--- src/rtl/instr_fetch.sv ---
// Instruction fetch unit: issues word-aligned fetch requests under a credit
// limit, buffers in-order responses with their PCs in a small FIFO, and
// handles redirects by flushing the FIFO and discarding stale responses.
module instr_fetch #(
  parameter logic [31:0] RESET_PC = 32'h0080_0000,
  parameter int          DEPTH    = 4
) (
  input  logic        clk,
  input  logic        reset_n,
  output logic        mem_req_valid,
  input  logic        mem_req_ready,
  output logic [31:0] mem_req_addr,
  input  logic        mem_rsp_valid,
  input  logic [31:0] mem_rsp_data,
  input  logic        redirect_valid,
  input  logic [31:0] redirect_pc,
  output logic        inst_valid,
  input  logic        inst_ready,
  output logic [31:0] inst_data,
  output logic [31:0] inst_pc
);

  localparam int          PW          = $clog2(DEPTH);
  localparam int          CW          = PW + 1;
  localparam logic [31:0] RESET_PC_AL = {RESET_PC[31:2], 2'b00};
  localparam logic [CW:0] DEPTH_W     = (CW + 1)'(DEPTH);

  // Architectural state
  logic [31:0]   fetch_pc_q, fetch_pc_d;
  logic [31:0]   rsp_pc_q, rsp_pc_d;
  logic [CW-1:0] outstanding_q, outstanding_d;
  logic [CW-1:0] discard_q, discard_d;
  logic [CW-1:0] count_q, count_d;
  logic [PW-1:0] rd_ptr_q, rd_ptr_d;
  logic [PW-1:0] wr_ptr_q, wr_ptr_d;

  // Buffer storage: one PC and one instruction word per entry
  logic [31:0] fifo_pc_mem   [DEPTH];
  logic [31:0] fifo_data_mem [DEPTH];

  // Event qualifiers
  logic req_hs;
  logic rsp_accept;
  logic rsp_push;
  logic rsp_stale;
  logic pop;
  logic credit_ok;

  // Low redirect bits are forced to zero, so they are intentionally unused
  logic unused_redirect_bits;
  assign unused_redirect_bits = ^redirect_pc[1:0];

  // Handshake qualifiers and credit check; a request is only offered when
  // every in-flight response is guaranteed a free buffer slot
  always_comb begin
    credit_ok     = ({1'b0, count_q} + {1'b0, outstanding_q}) < DEPTH_W;
    mem_req_valid = reset_n & ~redirect_valid & credit_ok;
    mem_req_addr  = reset_n ? fetch_pc_q : RESET_PC_AL;
    inst_valid    = reset_n & (count_q != '0);
    inst_data     = fifo_data_mem[rd_ptr_q];
    inst_pc       = fifo_pc_mem[rd_ptr_q];
    req_hs        = mem_req_valid & mem_req_ready;
    // Responses with nothing in flight are spurious and ignored entirely
    rsp_accept    = mem_rsp_valid & (outstanding_q != '0);
    rsp_push      = rsp_accept & ~redirect_valid & (discard_q == '0);
    rsp_stale     = rsp_accept & ~redirect_valid & (discard_q != '0);
    pop           = inst_valid & inst_ready & ~redirect_valid;
  end

  // Next-state computation for PCs, credit counters and FIFO pointers
  always_comb begin
    fetch_pc_d    = fetch_pc_q;
    rsp_pc_d      = rsp_pc_q;
    discard_d     = discard_q;
    count_d       = count_q;
    rd_ptr_d      = rd_ptr_q;
    wr_ptr_d      = wr_ptr_q;
    outstanding_d = outstanding_q + CW'(req_hs) - CW'(rsp_accept);

    if (redirect_valid) begin
      // Flush: everything still in flight after this cycle is stale
      fetch_pc_d = {redirect_pc[31:2], 2'b00};
      rsp_pc_d   = {redirect_pc[31:2], 2'b00};
      discard_d  = outstanding_q - CW'(rsp_accept);
      count_d    = '0;
      rd_ptr_d   = '0;
      wr_ptr_d   = '0;
    end else begin
      if (req_hs) begin
        fetch_pc_d = fetch_pc_q + 32'd4;
      end
      if (rsp_push) begin
        rsp_pc_d = rsp_pc_q + 32'd4;
        wr_ptr_d = wr_ptr_q + PW'(1);
      end
      if (rsp_stale) begin
        discard_d = discard_q - CW'(1);
      end
      if (pop) begin
        rd_ptr_d = rd_ptr_q + PW'(1);
      end
      count_d = count_q + CW'(rsp_push) - CW'(pop);
    end
  end

  // State register with synchronous active-low reset
  always_ff @(posedge clk) begin
    if (!reset_n) begin
      fetch_pc_q    <= RESET_PC_AL;
      rsp_pc_q      <= RESET_PC_AL;
      outstanding_q <= '0;
      discard_q     <= '0;
      count_q       <= '0;
      rd_ptr_q      <= '0;
      wr_ptr_q      <= '0;
    end else begin
      fetch_pc_q    <= fetch_pc_d;
      rsp_pc_q      <= rsp_pc_d;
      outstanding_q <= outstanding_d;
      discard_q     <= discard_d;
      count_q       <= count_d;
      rd_ptr_q      <= rd_ptr_d;
      wr_ptr_q      <= wr_ptr_d;
    end
  end

  // Buffer write port; contents need no reset since count gates validity
  always_ff @(posedge clk) begin
    if (reset_n && rsp_push) begin
      fifo_pc_mem[wr_ptr_q]   <= rsp_pc_q;
      fifo_data_mem[wr_ptr_q] <= mem_rsp_data;
    end
  end

endmodule

--- config.mk ---
export PLATFORM = sky130hd
export DESIGN_NAME = instr_fetch
export DESIGN_NICKNAME = d
export VERILOG_FILES = /design/src/rtl/instr_fetch.sv
export SDC_FILE = /design/constraint.sdc
export NUM_CORES = 1
export LEC_CHECK = 0
export ABC_AREA = 1
export CORE_ASPECT_RATIO = 2
export CORE_MARGIN = 3
export CORE_UTILIZATION = 50
export CTS_CLUSTER_DIAMETER = 80
export DETAILED_ROUTE_END_ITERATION = 8
export PLACE_DENSITY = 0.69
export RECOVER_POWER = 50
export SETUP_SLACK_MARGIN = 0.05
export SYNTH_ARGS = -nofsm -noshare
export SYNTH_HDL_FRONTEND = slang
export SYNTH_SLANG_ARGS = --single-unit
export TNS_END_PERCENT = 20
--- constraint.sdc ---
create_clock -name clk -period 7.9 [get_ports clk]
set_input_delay 1.58 -clock clk [delete_from_list [all_inputs] [get_ports clk]]
set_output_delay 1.58 -clock clk [all_outputs]
set_load 0.1 [all_outputs]
==> impl_metrics.toml, run 1 <==
[clock_tree]
cts.repair.resized = 0
path_clk_slew_ns = 0.07
cts_root_buf = "sky130_fd_sc_hd__clkbuf_16"
cts_inserted_buffers = 27
tritoncts = "yes"
clockBufferDepth = 3
worst_skew_pair.late_latency_ns = 0.54
cts.sink_count = 323
h-tree-depth = 1
post_cts_hold_buffer_count = 0
post_cts_setup_repair_buffer_count = 0

[sta]
finalHoldViolCount = 0
final_period_minus_worst_setup_slack_ns = 6.49
timing_worst_slew_pin_value_ns = 1.95
setup_tns_ns = 0
timing.final.crit_share_pct = 82.2
timing.max_slew.rel_slack_pct = -30.6
final-setup-viol-count = 0
grt_setup_unrepaired = "no"
max_freq_mhz = 154
report.final.slew_viol_count = 52
clock_skew_ns = 0.0175

[logic_synthesis]
synth_ff_type = "sky130_fd_sc_hd__edfxtp_1"
yosys_warnings = 0
syn_area_per_cell_um2 = 9.87
yosys_register_bits = 323
synth_sequential_area_ratio_pct = 63.4
async_flop_share_pct = 0
yosys-top-cells-area = "sky130_fd_sc_hd__edfxtp_1, sky130_fd_sc_hd__dfxtp_1, sky130_fd_sc_hd__nand2_1"
post_synth_top_area_cell = "sky130_fd_sc_hd__edfxtp_1"
post_synth_inst_count = 1431
synth-edff-count = 248
synth_largest_type_area_fraction_pct = 52.7
synthesis.area_mm2 = 0.0141
synthDistinctLibCells = 39

[layout]
area_growth_syn_to_layout_pct = 19.6
layout_commonest_cell = "sky130_fd_sc_hd__nand2_1"
finish.net_count = 1657
final_core_utilization_pct = 61.1
n_antenna_cell = 0
most-common-layout-cells = "sky130_fd_sc_hd__nand2_1, sky130_fd_sc_hd__edfxtp_1, sky130_fd_sc_hd__nor2_1"
drive_gt1_share_pct = 4.22

[route]
ant_nets = 0
initialDrtViolationCount = 719
first_pass_iters = 5
wl_um = 35900
drcViolationCount = 0
post_drt_via_cell_ratio = 5.48
routed-via-count = 10626
drt-wirelength-per-cell_um = 18.5

[outcome]
status = "complete, but fails checks"
violations = "capacitance limit, slew limit"

[placed_design]
gpl.final_weighted_congestion = 0.977
detailedPlacementHpwl_um = 24000
buffer_ports.inserted = 161

[job]
drv.max_cap_violation_count = 2

[worst_setup_path]
rrSetupSlack_ns = 3.21
worstPathMaxFanout = 42
worstSetupPathType = "in -> reg"
endpoint_kind = "flip-flop"
worstReg2RegEnd = "fifo_data_mem[1][20]$_DFFE_PP_"
timing.reg2reg.worst_path_depth = 9
cp.arrival_ns = 6.66
worst_r2r_startpoint = "discard_q[0]$_SDFFE_PN0P_"
worst_ep_required_time_ns = 8.07
critPathLaunchType = "primary input"

[power_and_ir_drop]
p_per_area_mw_per_mm2 = 224
cellLeakagePower_uw = 0.00620
max-vdd-ir-drop_mv = 0.169

[worst_hold_path]
hold_path.class = "reg -> reg"
min_delay_path_depth = 2
startpoint_of_the_most_critical_hold_path = "rd_ptr_q[1]$_SDFFE_PP0P_"

[global_route]
antenna_found_initial = 0
grt_first_pass_wirelength_um = 56200
grt.overflow.total = 0
grtUsageTotal_pct = 23.3
grt_start_max_net_pins = 79
grt_pass1_vias = 10714

[die]
start_util_pct = 51.1
die_width_um = 125
floorplan.io_pins = 168
die-area_mm2 = 0.0304
area_of_the_core_region_mm2 = 0.0277
die_height_um = 244
rows = 86
state kept, by name, indices dropped and copies added (netlist names), named ones only:
name / count
fifo_data_mem: 128
fifo_pc_mem: 120
fetch_pc_q: 30
rsp_pc_q: 30
count_q: 3
discard_q: 3
outstanding_q: 3
rd_ptr_q: 2
wr_ptr_q: 2
critical path: stages:
cell and delay, ns:
sky130_fd_sc_hd__dlygate4sd3_1 0.53, sky130_fd_sc_hd__clkbuf_1 0.62, sky130_fd_sc_hd__nor2_1 0.49, sky130_fd_sc_hd__nand2_1 0.48, sky130_fd_sc_hd__nor2_4 0.44, sky130_fd_sc_hd__inv_2 0.20, sky130_fd_sc_hd__nor2_1 1.47, sky130_fd_sc_hd__buf_4 0.74
power breakdown:
group	leakage [µW]	switching [µW]	internal (µW)	total [µW]
registers	0.00287	59.3	1890	1950
logic	0.00290	357	140	497
clock network	0.000423	587	754	1340
total	0.00620	1000	2780	3780
cells in the mapped netlist, types with 6 or more instances:
library cell	n
sky130_fd_sc_hd__nand2_1	282
sky130_fd_sc_hd__nor2_1	224
sky130_fd_sc_hd__nand3b_1	9
sky130_fd_sc_hd__buf_4	6
sky130_fd_sc_hd__o22ai_1	66
sky130_fd_sc_hd__nand3_1	46
sky130_fd_sc_hd__o21ai_0	160
sky130_fd_sc_hd__o211ai_1	11
sky130_fd_sc_hd__inv_1	114
sky130_fd_sc_hd__ha_1	16
sky130_fd_sc_hd__xnor2_1	9
sky130_fd_sc_hd__a21oi_1	37
sky130_fd_sc_hd__xor2_1	17
sky130_fd_sc_hd__buf_2	8
sky130_fd_sc_hd__edfxtp_1	248
sky130_fd_sc_hd__a31oi_1	7
sky130_fd_sc_hd__dfxtp_1	75
sky130_fd_sc_hd__nor3_1	9
sky130_fd_sc_hd__clkbuf_1	48
cell families (layout without fill, tap and decap cells):
logic type      Yosys count  in the layout  share of synthesized area [%]
buf+inv                 185            339                           5.15
flops                   323            323                           63.4
fa+ha+maj                18             18                           1.70
xor+xnor                 26             26                           1.61
simple gates            586            586                           16.7
other cells               1              4                         0.0266
compound gates          292            292                           11.4
how the worst max path moves through the flow:
stage,start,endpoint,slack (ns),depth (start not counted)
detailed placement,redirect_valid,mem_req_valid,2.29,6
CTS,flip-flop,inst_pc[19],2.05,5
finish,redirect_valid,fifo_data_mem[1][20]$_DFFE_PP_,1.41,8
floorplan,redirect_valid,fifo_data_mem[0][0]$_DFFE_PP_,2.53,6
global route,redirect_valid,fifo_data_mem[1][10]$_DFFE_PP_,0.98,8
global placement,redirect_valid,mem_req_valid,2.30,6
cell type report:
cell class                      count  area [µm²]
Clock inverter                     11         116
Sequential cell                   323        8950
Clock buffer                       37         776
Inverter                          119         448
Timing Repair Buffer              172        1690
Multi-Input combinational cell    926        4470
Fill cell                        2329       10800
Tap cell                          352         440
through the flow:
stage	power (µW)	setup slack (ns)	cell area [µm²]	hold slack, ns	cells
floorplan	2330	2.53	14100	0.436	1434
global placement	2470	2.30	16000	0.443	1892
detailed placement	2490	2.29	16000	0.448	1892
CTS	3820	2.05	16900	0.459	1940
global route	3930	0.984	16900	0.488	1940
finish	3780	1.41	16900	0.454	1940
metal layers:
layer | wire, µm | global-route usage [%]
met3 | 1430 | 2.48
met5 | 0 | 0
met1 | 12900 | 24.5
met4 | 2040 | 12.6
met2 | 19500 | 44.8
Note: power is estimated with default switching activity, not from simulation.
==> inputs of run 2 (changes only) <==
==> constraint.sdc (replaced) <==
create_clock -name clk -period 6.11 [get_ports clk]
set_input_delay 1.222 -clock clk [delete_from_list [all_inputs] [get_ports clk]]
set_output_delay 1.222 -clock clk [all_outputs]
set_load 0.1 [all_outputs]
==> run 2 against run 1 <==
The flow now finishes without violations. Non-clock buffer count grew 3. Register-to-register slack lost 0.59 ns. Count of clock-buffer cells in the layout shrank 4. Largest cell class unchanged. Highest routed layer unchanged.
==> impl_metrics.toml, run 2 (synthesis gave the netlist of run 1 again) <==
[outcome]
status = "complete, no violations"

[die]
die_height_um = 244
die-area_mm2 = 0.0304
rows = 86
start_util_pct = 51.1
area_of_the_core_region_mm2 = 0.0277
die_width_um = 125
floorplan.io_pins = 168

[worst_hold_path]
hold_path.class = "reg -> reg"

[route]
drt-wirelength-per-cell_um = 18.7
met2_wire_length_um = 19400
wl_um = 36400
initialDrtViolationCount = 897
drcViolationCount = 0
dr_wl_met3_um = 1390
routed-via-count = 10657
first_pass_iters = 5
routed.top_layer = "met4"
post_drt_via_cell_ratio = 5.48
m1WireLength_um = 13200
ant_nets = 0

[clock_tree]
cts_inserted_buffers = 27
cts.sink_count = 323
worst_skew_pair.late_latency_ns = 0.55
clockBufferDepth = 3
tritoncts = "yes"
cts_root_buf = "sky130_fd_sc_hd__clkbuf_16"
post_cts_setup_repair_buffer_count = 0
h-tree-depth = 1
cts.repair.resized = 0
post_cts_hold_buffer_count = 0
path_clk_slew_ns = 0.07

[sta]
final-setup-viol-count = 0
finalWorstSetupSlack_ns = 1.01
report.final.slew_viol_count = 0
timing_worst_slew_pin_value_ns = 1.47
clock_skew_ns = 0.0197
max_freq_mhz = 196
timing.max_slew.rel_slack_pct = 1.68
timing.final.crit_share_pct = 83.5
grt_setup_unrepaired = "no"
setup_tns_ns = 0
finalHoldViolCount = 0
final_period_minus_worst_setup_slack_ns = 5.10

[placed_design]
detailedPlacementHpwl_um = 24000
gpl.final_weighted_congestion = 0.975
buffer_ports.inserted = 161
dp_slack_ns = 1.62

[layout]
drive_gt1_share_pct = 4.65
area_growth_syn_to_layout_pct = 20.4
finish.net_count = 1660
final-seq-area_mm2 = 0.00895
most-common-layout-cells = "sky130_fd_sc_hd__nand2_1, sky130_fd_sc_hd__edfxtp_1, sky130_fd_sc_hd__nor2_1"
biggestRegsByFlops = "fifo_data_mem: 128 flops, fifo_pc_mem: 120 flops"
multi_input_gate_area_in_the_final_layout_mm2 = 0.00447
layout_commonest_cell = "sky130_fd_sc_hd__nand2_1"
largest_register_ff_count = 128
nFillCells = 2300
register_name_with_the_most_flops = "fifo_data_mem"
n_antenna_cell = 0

[job]
drv.max_cap_violation_count = 0

[power_and_ir_drop]
p_per_area_mw_per_mm2 = 296
internal_power_uw = 3700
sw_share_pct = 26.4
clock_power_share_pct = 37.3
power.sequential.fraction_pct = 50.0
net_switching_component_of_the_power_uw = 1330
max-vdd-ir-drop_mv = 0.191
cellLeakagePower_uw = 0.00625
pwr-share-comb_pct = 12.7

[worst_setup_path]
critPathLaunchType = "primary input"
worstPathMaxFanout = 20
endpoint_kind = "output pin"
worstSetupPathType = "in -> out"
worst_ep_required_time_ns = 4.89
cp.arrival_ns = 3.88
rrSetupSlack_ns = 2.62

[global_route]
grt.overflow.total = 0
grtUsageTotal_pct = 23.6
antenna_found_initial = 0
grt_start_max_net_pins = 96
grt_pass1_vias = 10696
grt_first_pass_wirelength_um = 56900
-- run 2: changes by cell type in the layout (fill, tap and decap cells not counted), sizes merged --
| cell | before | now |
|---|---|---|
| bufinv | 2 | 5 |
| clkdlybuf4s50 | 127 | 125 |
| buf | 11 | 13 |
| clkinvlp | 4 | 5 |
| inv | 117 | 119 |
| clkinv | 7 | 6 |
| clkbuf | 38 | 37 |
-- run 2: cell type report --
class                   instances  area share (%)
inverters                     119            2.63
multi-input cells             926            26.3
well taps                     352            2.59
clock inverters                16            1.35
clock buffers                  33            4.35
repair buffers                175            10.1
flip-flops and latches        323            52.7
-- run 2: path summary, 6_finish.rpt --
path,startpoint,to,depth (start not counted)
setup / recovery,reset_n,mem_req_valid,7
hold / removal,rd_ptr_q[1]$_SDFFE_PP0P_,flip-flop,2
setup reg to reg,discard_q[0]$_SDFFE_PN0P_,fifo_data_mem[2][6]$_DFFE_PP_,10
hold reg to reg,rd_ptr_q[1]$_SDFFE_PP0P_,flip-flop,2
-- run 2: per-layer routing --
metal	vias up	track usage, %
li1	5154	-
met1	5072	24.8
met2	320	44.8
met3	111	2.48
met4	0	13.9
met5	-	0
-- run 2: stage by stage --
stage | total power [µW] | area (µm²) | hold slack [ns] | util [%] | instances
finish | 5030 | 17000 | 0.471 | 61.5 | 1944
global route | 5210 | 17000 | 0.497 | 61.5 | 1944
CTS | 5080 | 17000 | 0.468 | 61.6 | 1944
detailed placement | 3210 | 16100 | 0.456 | 58.1 | 1895
global placement | 3200 | 16100 | 0.443 | 58.1 | 1895
floorplan | 3010 | 14100 | 0.436 | - | 1434
-- run 2: power by group through the flow --
stage	logic [µW]	registers, µW	clock network (µW)
2_1_floorplan	468	2540	0
3_3_place_gp	642	2560	0
3_5_place_dp	651	2560	0
4_1_cts	653	2510	1910
5_1_grt	689	2520	2000
6_report	639	2520	1870
-- run 2: worst max-delay path: stages --
cell and delay [ns]:
sky130_fd_sc_hd__clkbuf_1 0.52, sky130_fd_sc_hd__inv_1 0.38, sky130_fd_sc_hd__buf_4 0.33, sky130_fd_sc_hd__nor2_1 0.82
sky130_fd_sc_hd__nand2_1 0.11, sky130_fd_sc_hd__nor2_1 0.17, sky130_fd_sc_hd__buf_4 0.31
==> inputs of run 3 (changes only) <==
--- a/config.mk
+++ b/config.mk
@@ -11,7 +11,7 @@
 export CORE_UTILIZATION = 50
 export CTS_CLUSTER_DIAMETER = 80
 export DETAILED_ROUTE_END_ITERATION = 8
-export PLACE_DENSITY = 0.69
+export PLACE_DENSITY = 0.71
 export RECOVER_POWER = 50
 export SETUP_SLACK_MARGIN = 0.05
 export SYNTH_ARGS = -nofsm -noshare
==> constraint.sdc (replaced) <==
create_clock -name clk -period 4.4 [get_ports clk]
set_input_delay 0.88 -clock clk [delete_from_list [all_inputs] [get_ports clk]]
set_output_delay 0.88 -clock clk [all_outputs]
set_load 0.1 [all_outputs]
==> run 3 against run 2 <==
The run now ends with capacitance limit, slew limit left. First-iteration DRC count is 9.3% lower. Count of clock-buffer cells in the layout is 1 lower. Final cell count is 0.26% higher. Worst setup slack worse by 0.35 ns. Critical path depth is 1 higher. Combinational power is 39% higher. Global-route usage is 0.84 points lower. Sequential power is 38% higher. Cell area is 0.25% lower. Critical endpoint is now fifo_data_mem[2][6]$_DFFE_PP_. Largest power group unchanged.
==> impl_metrics.toml, run 3 (synthesis gave the netlist of run 1 again) <==
[power_and_ir_drop]
power.sequential.fraction_pct = 51.2
clock_power_share_pct = 35.8
p_per_area_mw_per_mm2 = 402
max-vdd-ir-drop_mv = 0.252
sw_share_pct = 26.7
internal_power_uw = 4990
cellLeakagePower_uw = 0.00643
pwr-share-comb_pct = 13.0
net_switching_component_of_the_power_uw = 1820

[sta]
timing.max_slew.rel_slack_pct = -7.69
clock_skew_ns = 0.0179
final_period_minus_worst_setup_slack_ns = 3.74
timing_worst_slew_pin_value_ns = 1.62
max_freq_mhz = 267
grt_setup_unrepaired = "no"
report.final.slew_viol_count = 30
final-setup-viol-count = 0
finalHoldViolCount = 0
setup_tns_ns = 0
timing.final.crit_share_pct = 85.0

[layout]
most-common-layout-cells = "sky130_fd_sc_hd__nand2_1, sky130_fd_sc_hd__edfxtp_1, sky130_fd_sc_hd__nor2_1"
finish.net_count = 1663
area_growth_syn_to_layout_pct = 20.1
layout_commonest_cell = "sky130_fd_sc_hd__nand2_1"
largest_register_ff_count = 128
fin_cells = 1949
nFillCells = 2292
drive_gt1_share_pct = 10.7
register_name_with_the_most_flops = "fifo_data_mem"
biggestRegsByFlops = "fifo_data_mem: 128 flops, fifo_pc_mem: 120 flops"

[global_route]
grt.met3_usage_pct = 2.13
grt_first_pass_wirelength_um = 54800
antenna_found_initial = 1
grt.overflow.total = 0
grt_start_max_net_pins = 125
grt.busiest_layer = "met2"
grt_pass1_vias = 10538
globalRouteMet1Util_pct = 25.1
grtUsageTotal_pct = 22.8
global_route.usage.met2_pct = 43.3

[placed_design]
buffer_ports.inserted = 161
detailedPlacementHpwl_um = 23300
post-place-cells = 1898
gpl.final_weighted_congestion = 0.958

[clock_tree]
post_cts_setup_repair_buffer_count = 0
tritoncts = "yes"
cts.sink_count = 323
worst_skew_pair.late_latency_ns = 0.55
cts_root_buf = "sky130_fd_sc_hd__clkbuf_16"
cts.repair.resized = 0
h-tree-depth = 1
clockBufferDepth = 3
post_cts_hold_buffer_count = 0
cts_inserted_buffers = 27
path_clk_slew_ns = 0.07

[worst_setup_path]
worstPathMaxFanout = 24
worstSetupPathType = "in -> reg"
critPathMostFrequentCell = "sky130_fd_sc_hd__inv_1"
worst_ep_required_time_ns = 4.60
worst_path_largest_cell_delay_ns = 0.58
cp.arrival_ns = 3.94
timing.critical_path.cells = "dlygate4sd3_1, inv_1, a21oi_1, nand2_1, nor2_4, inv_1, nor2_1, buf_4"
critPathLaunchType = "primary input"
cell_at_the_slowest_stage_of_the_critical_path = "sky130_fd_sc_hd__dlygate4sd3_1"
endpoint_kind = "flip-flop"

[route]
wl_um = 35200
initialDrtViolationCount = 814
drt-wirelength-per-cell_um = 18.1
routed-via-count = 10630
drcViolationCount = 0
first_pass_iters = 5
post_drt_via_cell_ratio = 5.45
ant_nets = 0

[die]
die-area_mm2 = 0.0304
die_height_um = 244
area_of_the_core_region_mm2 = 0.0277
rows = 86
die_width_um = 125
start_util_pct = 51.1
floorplan.io_pins = 168

[worst_hold_path]
hold_path.class = "reg -> reg"

[outcome]
status = "complete, but fails checks"
violations = "capacitance limit, slew limit"

[job]
drv.max_cap_violation_count = 1
-- run 3: changes by cell type in the layout (fill, tap and decap cells not counted), sizes merged --
| cell | before | now |
|---|---|---|
| buf | 13 | 110 |
| bufinv | 5 | 3 |
| clkbuf | 37 | 34 |
| clkdlybuf4s50 | 125 | 33 |
| clkinv | 6 | 10 |
| clkinvlp | 5 | 3 |
| diode | 0 | 1 |
| inv | 119 | 121 |
-- run 3: worst max-delay path, delay by kind of cell --
kind / cells / cell delay [ns]
buffers and inverters: 4 / 1.33
and+or+nand+nor: 3 / 1.26
AOI/OAI and AO/OA: 1 / 0.44
-- run 3: final cells by class --
class	count	area (µm²)	area share, %
sequential	323	8950	52.8
multi-input combinational	926	4450	26.3
timing repair buffer	178	1750	10.3
clock buffer	32	714	4.21
inverter	119	448	2.64
tap	352	440	2.60
clock inverter	18	193	1.14
antenna	1	2.50	0.0148
-- run 3: final timing paths --
| path | startpoint | to | slack (ns) | depth (start not counted) |
|---|---|---|---|---|
| worst min register to register | rd_ptr_q[1]$_SDFFE_PP0P_ | rd_ptr_q[1]$_SDFFE_PP0P_ | 0.47 | 2 |
| worst max register to register | outstanding_q[1]$_SDFF_PN0_ | fifo_data_mem[2][6]$_DFFE_PP_ | 1.08 | 7 |
| worst min-delay path | rd_ptr_q[1]$_SDFFE_PP0P_ | rd_ptr_q[1]$_SDFFE_PP0P_ | 0.47 | 2 |
| worst max-delay path | mem_rsp_valid | fifo_data_mem[2][6]$_DFFE_PP_ | 0.66 | 8 |
-- run 3: per-stage QoR --
stage | area, µm² | hold slack, ns | setup WS, ns | util [%] | total power [µW]
4_1_cts | 17000 | 0.476 | 0.823 | 61.5 | 6880
5_1_grt | 17000 | 0.502 | 0.381 | 61.3 | 7080
3_3_place_gp | 16100 | 0.439 | 0.665 | 58.2 | 4450
2_1_floorplan | 14100 | 0.436 | -0.272 | - | 4180
6_report | 17000 | 0.472 | 0.661 | 61.3 | 6810
3_5_place_dp | 16100 | 0.458 | 0.610 | 58.2 | 4470
-- run 3: per-layer routing --
layer / up-vias / wire, µm
met4: 0 / 1680
li1: 5176 / -
met1: 5065 / 12800
met2: 313 / 19100
met5: - / 0
met3: 76 / 1550
-- run 3: power groups by stage --
stage / clock (µW) / sequential (µW) / combinational, µW
after floorplan: 0 / 3530 / 649
after global placement: 0 / 3550 / 898
after detailed placement: 0 / 3560 / 910
after CTS: 2480 / 3490 / 913
after global routing: 2610 / 3500 / 960
final: 2440 / 3490 / 886
